===== config.mk =====
export PLATFORM = sky130hd
export DESIGN_NAME = uart_tx_ram_sched
export DESIGN_NICKNAME = d
export VERILOG_FILES = /design/src/rtl/uart_tx_ram_sched.sv
export SDC_FILE = /design/constraint.sdc
export NUM_CORES = 1
export LEC_CHECK = 0
export ABC_AREA = 1
export BUFFER_PORTS_ARGS = -buffer_cell sky130_fd_sc_hd__buf_4
export CAP_MARGIN = 15
export CORE_MARGIN = 10
export CORE_UTILIZATION = 50
export DETAILED_ROUTE_END_ITERATION = 12
export GPL_TIMING_DRIVEN = 1
export PLACE_DENSITY = 0.77
export SLEW_MARGIN = 20
export SYNTH_ARGS = -nofsm -noshare
export SYNTH_HDL_FRONTEND = slang
export SYNTH_SLANG_ARGS = --single-unit

===== constraint.sdc =====
create_clock -name clk -period 2 [get_ports clk]
set_input_delay 0.4 -clock clk [delete_from_list [all_inputs] [get_ports clk]]
set_output_delay 0.4 -clock clk [all_outputs]
set_load 0.05 [all_outputs]

===== src/rtl/uart_tx_ram_sched.sv =====
// uart_tx_ram_sched
//   Burst transmit sequencer between a byte RAM and a UART transmitter.
//   A start command latches a base address and a byte count. Bytes are then
//   fetched one at a time: READ strobes the RAM, WAIT_DATA captures the byte,
//   and PULSE issues a one-cycle tx_int. The frame is tracked through tx_end
//   rising (WAIT_BUSY) and falling (WAIT_IDLE). An optional idle gap follows
//   each frame before the next fetch.
//   A watchdog ends the burst with err if a frame stalls. Abort ends the burst
//   at once when no frame is in flight; otherwise it ends after the current
//   frame.
//
// Ports
//   clk, rst_n        clock, asynchronous active-low reset
//   start             one-cycle burst request, accepted only in IDLE
//   base_addr, length burst start address and byte count (0..2^ADDR_W)
//   abort             request to end the burst early
//   ram_rd_en         RAM read strobe (one cycle per byte)
//   ram_addr          RAM read address
//   ram_rd_data       RAM data, valid the cycle after ram_rd_en
//   tx_data           byte presented to the transmitter
//   tx_int            one-cycle transmit trigger
//   tx_end            transmitter busy flag
//   busy              high whenever the sequencer is not IDLE
//   done              one-cycle end-of-burst pulse
//   err               watchdog timeout flag, sticky until the next start
//   bytes_sent        frames completed in the current/last burst
//   state_dbg         current FSM state encoding
//
// Handshake: there is no valid/ready pair here. tx_int is a single-cycle
// trigger, and the transmitter reports its own progress on tx_end. The RAM is
// a fixed one-cycle-latency read port with no back-pressure.

module uart_tx_ram_sched #(
  parameter int ADDR_W     = 8,
  parameter int GAP_CYCLES = 0,
  parameter int TO_CYCLES  = 1000000
) (
  input  logic              clk,
  input  logic              rst_n,
  input  logic              start,
  input  logic [ADDR_W-1:0] base_addr,
  input  logic [ADDR_W:0]   length,
  input  logic              abort,
  output logic              ram_rd_en,
  output logic [ADDR_W-1:0] ram_addr,
  input  logic [7:0]        ram_rd_data,
  output logic [7:0]        tx_data,
  output logic              tx_int,
  input  logic              tx_end,
  output logic              busy,
  output logic              done,
  output logic              err,
  output logic [ADDR_W:0]   bytes_sent,
  output logic [2:0]        state_dbg
);

  typedef enum logic [2:0] {
    S_IDLE      = 3'd0,
    S_READ      = 3'd1,
    S_WAIT_DATA = 3'd2,
    S_PULSE     = 3'd3,
    S_WAIT_BUSY = 3'd4,
    S_WAIT_IDLE = 3'd5,
    S_GAP       = 3'd6,
    S_DONE      = 3'd7
  } state_t;

  localparam int                GAP_W    = (GAP_CYCLES > 1) ? $clog2(GAP_CYCLES) : 1;
  localparam logic [GAP_W-1:0]  GAP_LAST = GAP_W'((GAP_CYCLES > 0) ? GAP_CYCLES - 1 : 0);
  localparam logic [19:0]       TO_LIM   = 20'(TO_CYCLES);

  state_t              state_q, state_d;
  logic [ADDR_W-1:0]   addr_q, addr_d;
  logic [ADDR_W:0]     len_q, len_d;
  logic [ADDR_W:0]     sent_q, sent_d;
  logic [GAP_W-1:0]    gap_q, gap_d;
  logic [19:0]         wd_q, wd_d;
  logic                abort_pend_q, abort_pend_d;
  logic                err_q, err_d;
  logic [7:0]          tx_data_q, tx_data_d;
  logic                rd_en_q, rd_en_d;
  logic                tx_int_q, tx_int_d;
  logic                busy_q, busy_d;
  logic                done_q, done_d;

  logic [ADDR_W:0]     sent_inc;
  logic [19:0]         wd_inc;
  logic                timeout;

  always_comb begin
    state_d      = state_q;
    addr_d       = addr_q;
    len_d        = len_q;
    sent_d       = sent_q;
    gap_d        = gap_q;
    wd_d         = wd_q;
    abort_pend_d = abort_pend_q;
    err_d        = err_q;
    tx_data_d    = tx_data_q;

    sent_inc = sent_q + 1'b1;
    wd_inc   = wd_q + 20'd1;
    // The watchdog measures cycles since the trigger: PULSE loads 1, so the
    // limit is hit TO_CYCLES cycles after the tx_int cycle.
    timeout  = (wd_inc == TO_LIM);

    case (state_q)
      S_IDLE: begin
        if (start) begin
          sent_d       = '0;
          err_d        = 1'b0;
          abort_pend_d = 1'b0;
          if (length != '0) begin
            addr_d  = base_addr;
            len_d   = length;
            state_d = S_READ;
          end else begin
            state_d = S_DONE;
          end
        end
      end
      S_READ: begin
        state_d = abort ? S_DONE : S_WAIT_DATA;
      end
      S_WAIT_DATA: begin
        if (abort) begin
          state_d = S_DONE;
        end else begin
          tx_data_d = ram_rd_data;
          state_d   = S_PULSE;
        end
      end
      S_PULSE: begin
        wd_d    = 20'd1;
        if (abort) abort_pend_d = 1'b1;
        state_d = S_WAIT_BUSY;
      end
      S_WAIT_BUSY: begin
        wd_d = wd_inc;
        if (abort) abort_pend_d = 1'b1;
        // Timeout takes priority over abort and over frame progress.
        if (timeout) begin
          err_d   = 1'b1;
          state_d = S_DONE;
        end else if (tx_end) begin
          state_d = S_WAIT_IDLE;
        end
      end
      S_WAIT_IDLE: begin
        wd_d = wd_inc;
        if (abort) abort_pend_d = 1'b1;
        if (timeout) begin
          err_d   = 1'b1;
          state_d = S_DONE;
        end else if (!tx_end) begin
          sent_d = sent_inc;
          addr_d = addr_q + 1'b1;
          if ((sent_inc == len_q) || abort_pend_q || abort) begin
            state_d = S_DONE;
          end else if (GAP_CYCLES != 0) begin
            gap_d   = '0;
            state_d = S_GAP;
          end else begin
            state_d = S_READ;
          end
        end
      end
      S_GAP: begin
        if (abort) begin
          state_d = S_DONE;
        end else if (gap_q == GAP_LAST) begin
          state_d = S_READ;
        end else begin
          gap_d = gap_q + 1'b1;
        end
      end
      S_DONE: begin
        state_d = S_IDLE;
      end
      default: begin
        state_d = S_IDLE;
      end
    endcase

    // Strobes are decoded from the next state so that they come out of flops
    // and line up with the state they belong to.
    rd_en_d  = (state_d == S_READ);
    tx_int_d = (state_d == S_PULSE);
    busy_d   = (state_d != S_IDLE);
    done_d   = (state_d == S_DONE);
  end

  always_ff @(posedge clk or negedge rst_n) begin
    if (!rst_n) begin
      state_q      <= S_IDLE;
      addr_q       <= '0;
      len_q        <= '0;
      sent_q       <= '0;
      gap_q        <= '0;
      wd_q         <= '0;
      abort_pend_q <= 1'b0;
      err_q        <= 1'b0;
      tx_data_q    <= '0;
      rd_en_q      <= 1'b0;
      tx_int_q     <= 1'b0;
      busy_q       <= 1'b0;
      done_q       <= 1'b0;
    end else begin
      state_q      <= state_d;
      addr_q       <= addr_d;
      len_q        <= len_d;
      sent_q       <= sent_d;
      gap_q        <= gap_d;
      wd_q         <= wd_d;
      abort_pend_q <= abort_pend_d;
      err_q        <= err_d;
      tx_data_q    <= tx_data_d;
      rd_en_q      <= rd_en_d;
      tx_int_q     <= tx_int_d;
      busy_q       <= busy_d;
      done_q       <= done_d;
    end
  end

  assign ram_rd_en  = rd_en_q;
  assign ram_addr   = addr_q;
  assign tx_data    = tx_data_q;
  assign tx_int     = tx_int_q;
  assign busy       = busy_q;
  assign done       = done_q;
  assign err        = err_q;
  assign bytes_sent = sent_q;
  assign state_dbg  = state_q;

endmodule

==> summary.md <==
| Metric | Value |
|---|---|
| Status | `complete, but fails checks` |
| Failing checks | `setup timing` |
| Library cells used by synthesis | `33` |
| Number of max-cap violations | `0` |
| Number of flops mapped to enable cells by yosys | `0` |
| CP Launch Type | `register` |
| R2R setup slack | `-0.13 ns` |
| Wire per inst | `14.36 µm` |
| CTS H-tree lvls | `3` |
| Root buffer cell | `clkbuf_8` |
| Synth-to-layout area growth | `34.60%` |
| Cells along the critical path | `ha_4, nand2_4, nor2_4, nand3_1, nand2_1, nand3_1, nor2_1, nand3_2, nor2_4, buf_6, nand3_4, nand2_8, buf_8, nand2_2, o31ai_2` |
| CP required | `2.27 ns` |
| Worst reg2reg path depth | `15` |
| Final HPWL DP | `between 7 and 8 mm` |
| Setup WS pre-CTS | `-0.1542 ns` |
| Sink Count | `63` |
| Sequential share of the synthesized area | `0.4196` |
| Routed Antenna Nets | `0` |
| Share of post-route cells with drive strength above 1 | `0.3073` |
| Peak VDD IR | `1.254 mV` |
| Final Non-Filler Cells | `~730` |
| Area contributors post-synth | `dfrtp_1 (42%), nand2_1 (17%), nand3_1 (6.3%)` |
| TritonCTS Buffers | `9` |
| Vias in the first global route | `3798` |
| Die ar. | `about 11000 µm²` |
| Synth area leader | `dfrtp_1` |
| Met1 Use GR | `0.2099` |
| Antenna violations before repair | `0` |
| Slew headroom | `0.7086` |
| Ys Warns | `0` |
| Synthesized cell area | `around 3800 µm²` |
| Synth Flop Type | `dfrtp_1` |
| Antenna cells | `0` |
| Worst hold slack | `around 0.23 ns` |
| Clk_skew | `roughly 0.016 ns` |
| GR Layer Usage met3 | `0.04551` |
| Hold WC Path Type | `primary input to register` |
| Worst Hold End | `tx_data[6]$_DFFE_PN0P_` |
| Tcrit/Tclk final | `1.063` |
| Starting density of the core | `0.5153` |
| Nets | `658` |
| Synth Instances | `approximately 520` |
| RSZ-0062 raised after global routing | `yes` |
| Pleak | `approximately 2.4 nW` |
| CTS clk-pin slew, worst paths | `~0.070 ns` |
| Measured slew at the worst slew-check pin | `0.4367 ns` |
| Die height | `106.7 µm` |
| Grt ovf | `0` |
| Largest net degree at the start of global routing | `38` |
| Crit Reg-Reg Endpoint | `bytes_sent[6]$_DFFE_PN0P_` |
| DRC violations left | `0` |
| Worst path max stage delay | `between 0.4 and 0.5 ns` |
| Top cell type's share of synthesized area | `0.4196` |
| Most frequent cells in the layout | `nand2_1 (158), buf_4 (94), inv_1 (56), dfrtp_1 (53), nor2_1 (43)` |
| Global-route wire length before repair | `approximately 17 mm` |
| Setup violations, final | `21` |
| # port buffers | `between 60 and 70` |
| Critical path arrival | `between 2 and 2.5 ns` |
| Initial DRT Pass Iterations | `9` |
| Total GRT Usage | `0.1794` |
| Achievable Freq | `roughly 470 MHz` |
| Clock Latency Late Sink | `0.37 ns` |
| Most common cell after layout, fill and taps aside | `nand2_1` |
| Placed cells | `706` |
| Core area | `about 7300 µm²` |
| PD cells | `1368 nW/µm²` |
| Share of async-settable or async-resettable flops after synthesis | `1.000` |
| Mapped Avg Cell Area | `7.212 µm²` |
| GR Util met2 | `0.3064` |
| Hold Fails Final Rpt | `0` |
| Final Max Tran Viols | `0` |
| GRT busiest layer | `met2` |
| Yosys reg bits | `63` |
| DR iter-0 viols | `between 200 and 250` |
| Synth Net Count | `between 500 and 600` |
| Hold Crit Depth | `3` |
| Ports | `between 60 and 70` |
| Routed WL | `10.44 mm` |
| Max FO, Critical Path | `6` |
| Via/cell ratio | `5.336` |
| Overall power | `around 6.9 mW` |
| Vias | `3879` |
| Worst Hold Launch | `ram_rd_data[6]` |
| Minimum clock period | `roughly 2.1 ns` |
| Kind of critical path | `register to register` |
| Origin of the critical flop-to-flop path | `wd_q[0]$_DFFE_PN0P_` |
| Worst Path Buf+Inv | `2` |
| Slowest cell on crit path | `dfrtp_2` |
| Crit end category | `register` |
| CTS tree | `yes` |
| Routability cong. | `around 0.93` |
| FP Rows | `31` |
| Die Wd | `approximately 110 µm` |
| CTS Buffer Depth | `2` |
| Final setup margin | `-0.1266 ns` |
| Delay-heaviest family, CP | `simple AND/OR/NAND/NOR gates` |
-- kinds of logic after synthesis --
group / synth area share
AOI/OAI and AO/OA: 0.09624
xor gates and xnor gates: 0.02564
adders and majority gates: 0.01332
buffers and inverters: 0.07692
DFF: 0.4196
muxes: 0.008990
and+or+nand+nor: 0.3593
-- per-layer routing --
| layer | up-vias | part of all wire |
|---|---|---|
| li1 | 1885 | - |
| met1 | 1822 | 0.41 |
| met2 | 150 | 0.50 |
| met3 | 22 | 0.076 |
| met4 | 0 | 0.022 |
| met5 | - | 0 |
-- power by group --
group | switching (mW) | internal, mW | leakage [nW]
sequential | 0.303 | 1.64 | 0.799
clock | 0.511 | 0.763 | 0.109
combinational | 2.46 | 1.24 | 1.47
-- synth_stat cells, types with 2 or more instances --
cell type,n
ha_1,4
nand3_1,47
dfrtp_1,63
o31ai_1,2
nand3b_1,2
nand4_1,12
xor2_1,9
nor2_1,51
nor3_1,5
inv_1,58
nor2_2,6
o21ai_2,6
o21ai_1,6
xnor2_1,2
nor4_1,2
nand2_1,167
nand2_2,7
inv_2,5
o21ai_0,25
a22o_1,2
o22ai_1,6
nor2_4,6
clkbuf_1,5
mux2_2,3
a21oi_1,11
buf_6,2
-- flip-flops by register name, summed over array words and instances, names as in the netlist --
signal        count
done              1
ram_addr          8
abort_pend_q      1
len_q             9
wd_q             20
tx_data           8
tx_int            1
state_dbg         3
ram_rd_en         1
bytes_sent        9
err               1
busy              1
-- worst max path at each step --
| stage | from | end | cells after the start |
|---|---|---|---|
| 6_report | wd_q[0]$_DFFE_PN0P_ | bytes_sent[6]$_DFFE_PN0P_ | 15 |
| 5_1_grt | wd_q[0]$_DFFE_PN0P_ | ram_addr[2]$_DFFE_PN0P_ | 14 |
| 4_1_cts | wd_q[0]$_DFFE_PN0P_ | bytes_sent[5]$_DFFE_PN0P_ | 15 |
| 3_5_place_dp | wd_q[1]$_DFFE_PN0P_ | ram_addr[2]$_DFFE_PN0P_ | 14 |
| 3_3_place_gp | state_dbg[2]$_DFF_PN0_ | wd_q[6]$_DFFE_PN0P_ | 7 |
| 2_1_floorplan | state_dbg[2]$_DFF_PN0_ | len_q[4]$_DFFE_PN0P_ | 9 |
-- repair_timing --
item                                    4_1_cts  5_1_grt
gates resized for setup                      13       45
gates cloned                                  0        1
endpoints found under the hold margin        26        0
hold buffers                                  1        0
pin swaps                                     1        3
endpoints found under the setup margin       36       37
buffers inserted                              1        3
-- stage by stage --
stage	util	cell area (µm²)	TNS (ns)
after global placement	0.6270	4572	-2.636
after detailed placement	0.6270	4572	-3.661
after floorplan	-	3779	0
after global routing	0.6935	5057	-4.574
final	0.6935	5057	-1.860
after CTS	0.6656	4853	-0.8435
-- worst register-to-register path, cell delays in order, from the launching register on --
cell     delay, ns
dfrtp_2       0.43
ha_4          0.20
nand2_4       0.06
nor2_4        0.16
nand3_1       0.10
nand2_1       0.10
nand3_1       0.07
nor2_1        0.13
nand3_2       0.11
nor2_4        0.14
buf_6         0.12
nand3_4       0.07
nand2_8       0.11
buf_8         0.14
nand2_2       0.05
o31ai_2       0.05
-- final cells by class --
cell class	instances	area, µm²
timing repair buffer	99	773.2
sequential	63	1589
tap	99	123.9
clock buffer	12	155.1
fill	573	2235
inverter	64	250.2
clock inverter	3	67.56
timing repair inverter	1	6.256
multi-input combinational	386	2092
No activity file was read; power rests on OpenSTA's default activity.
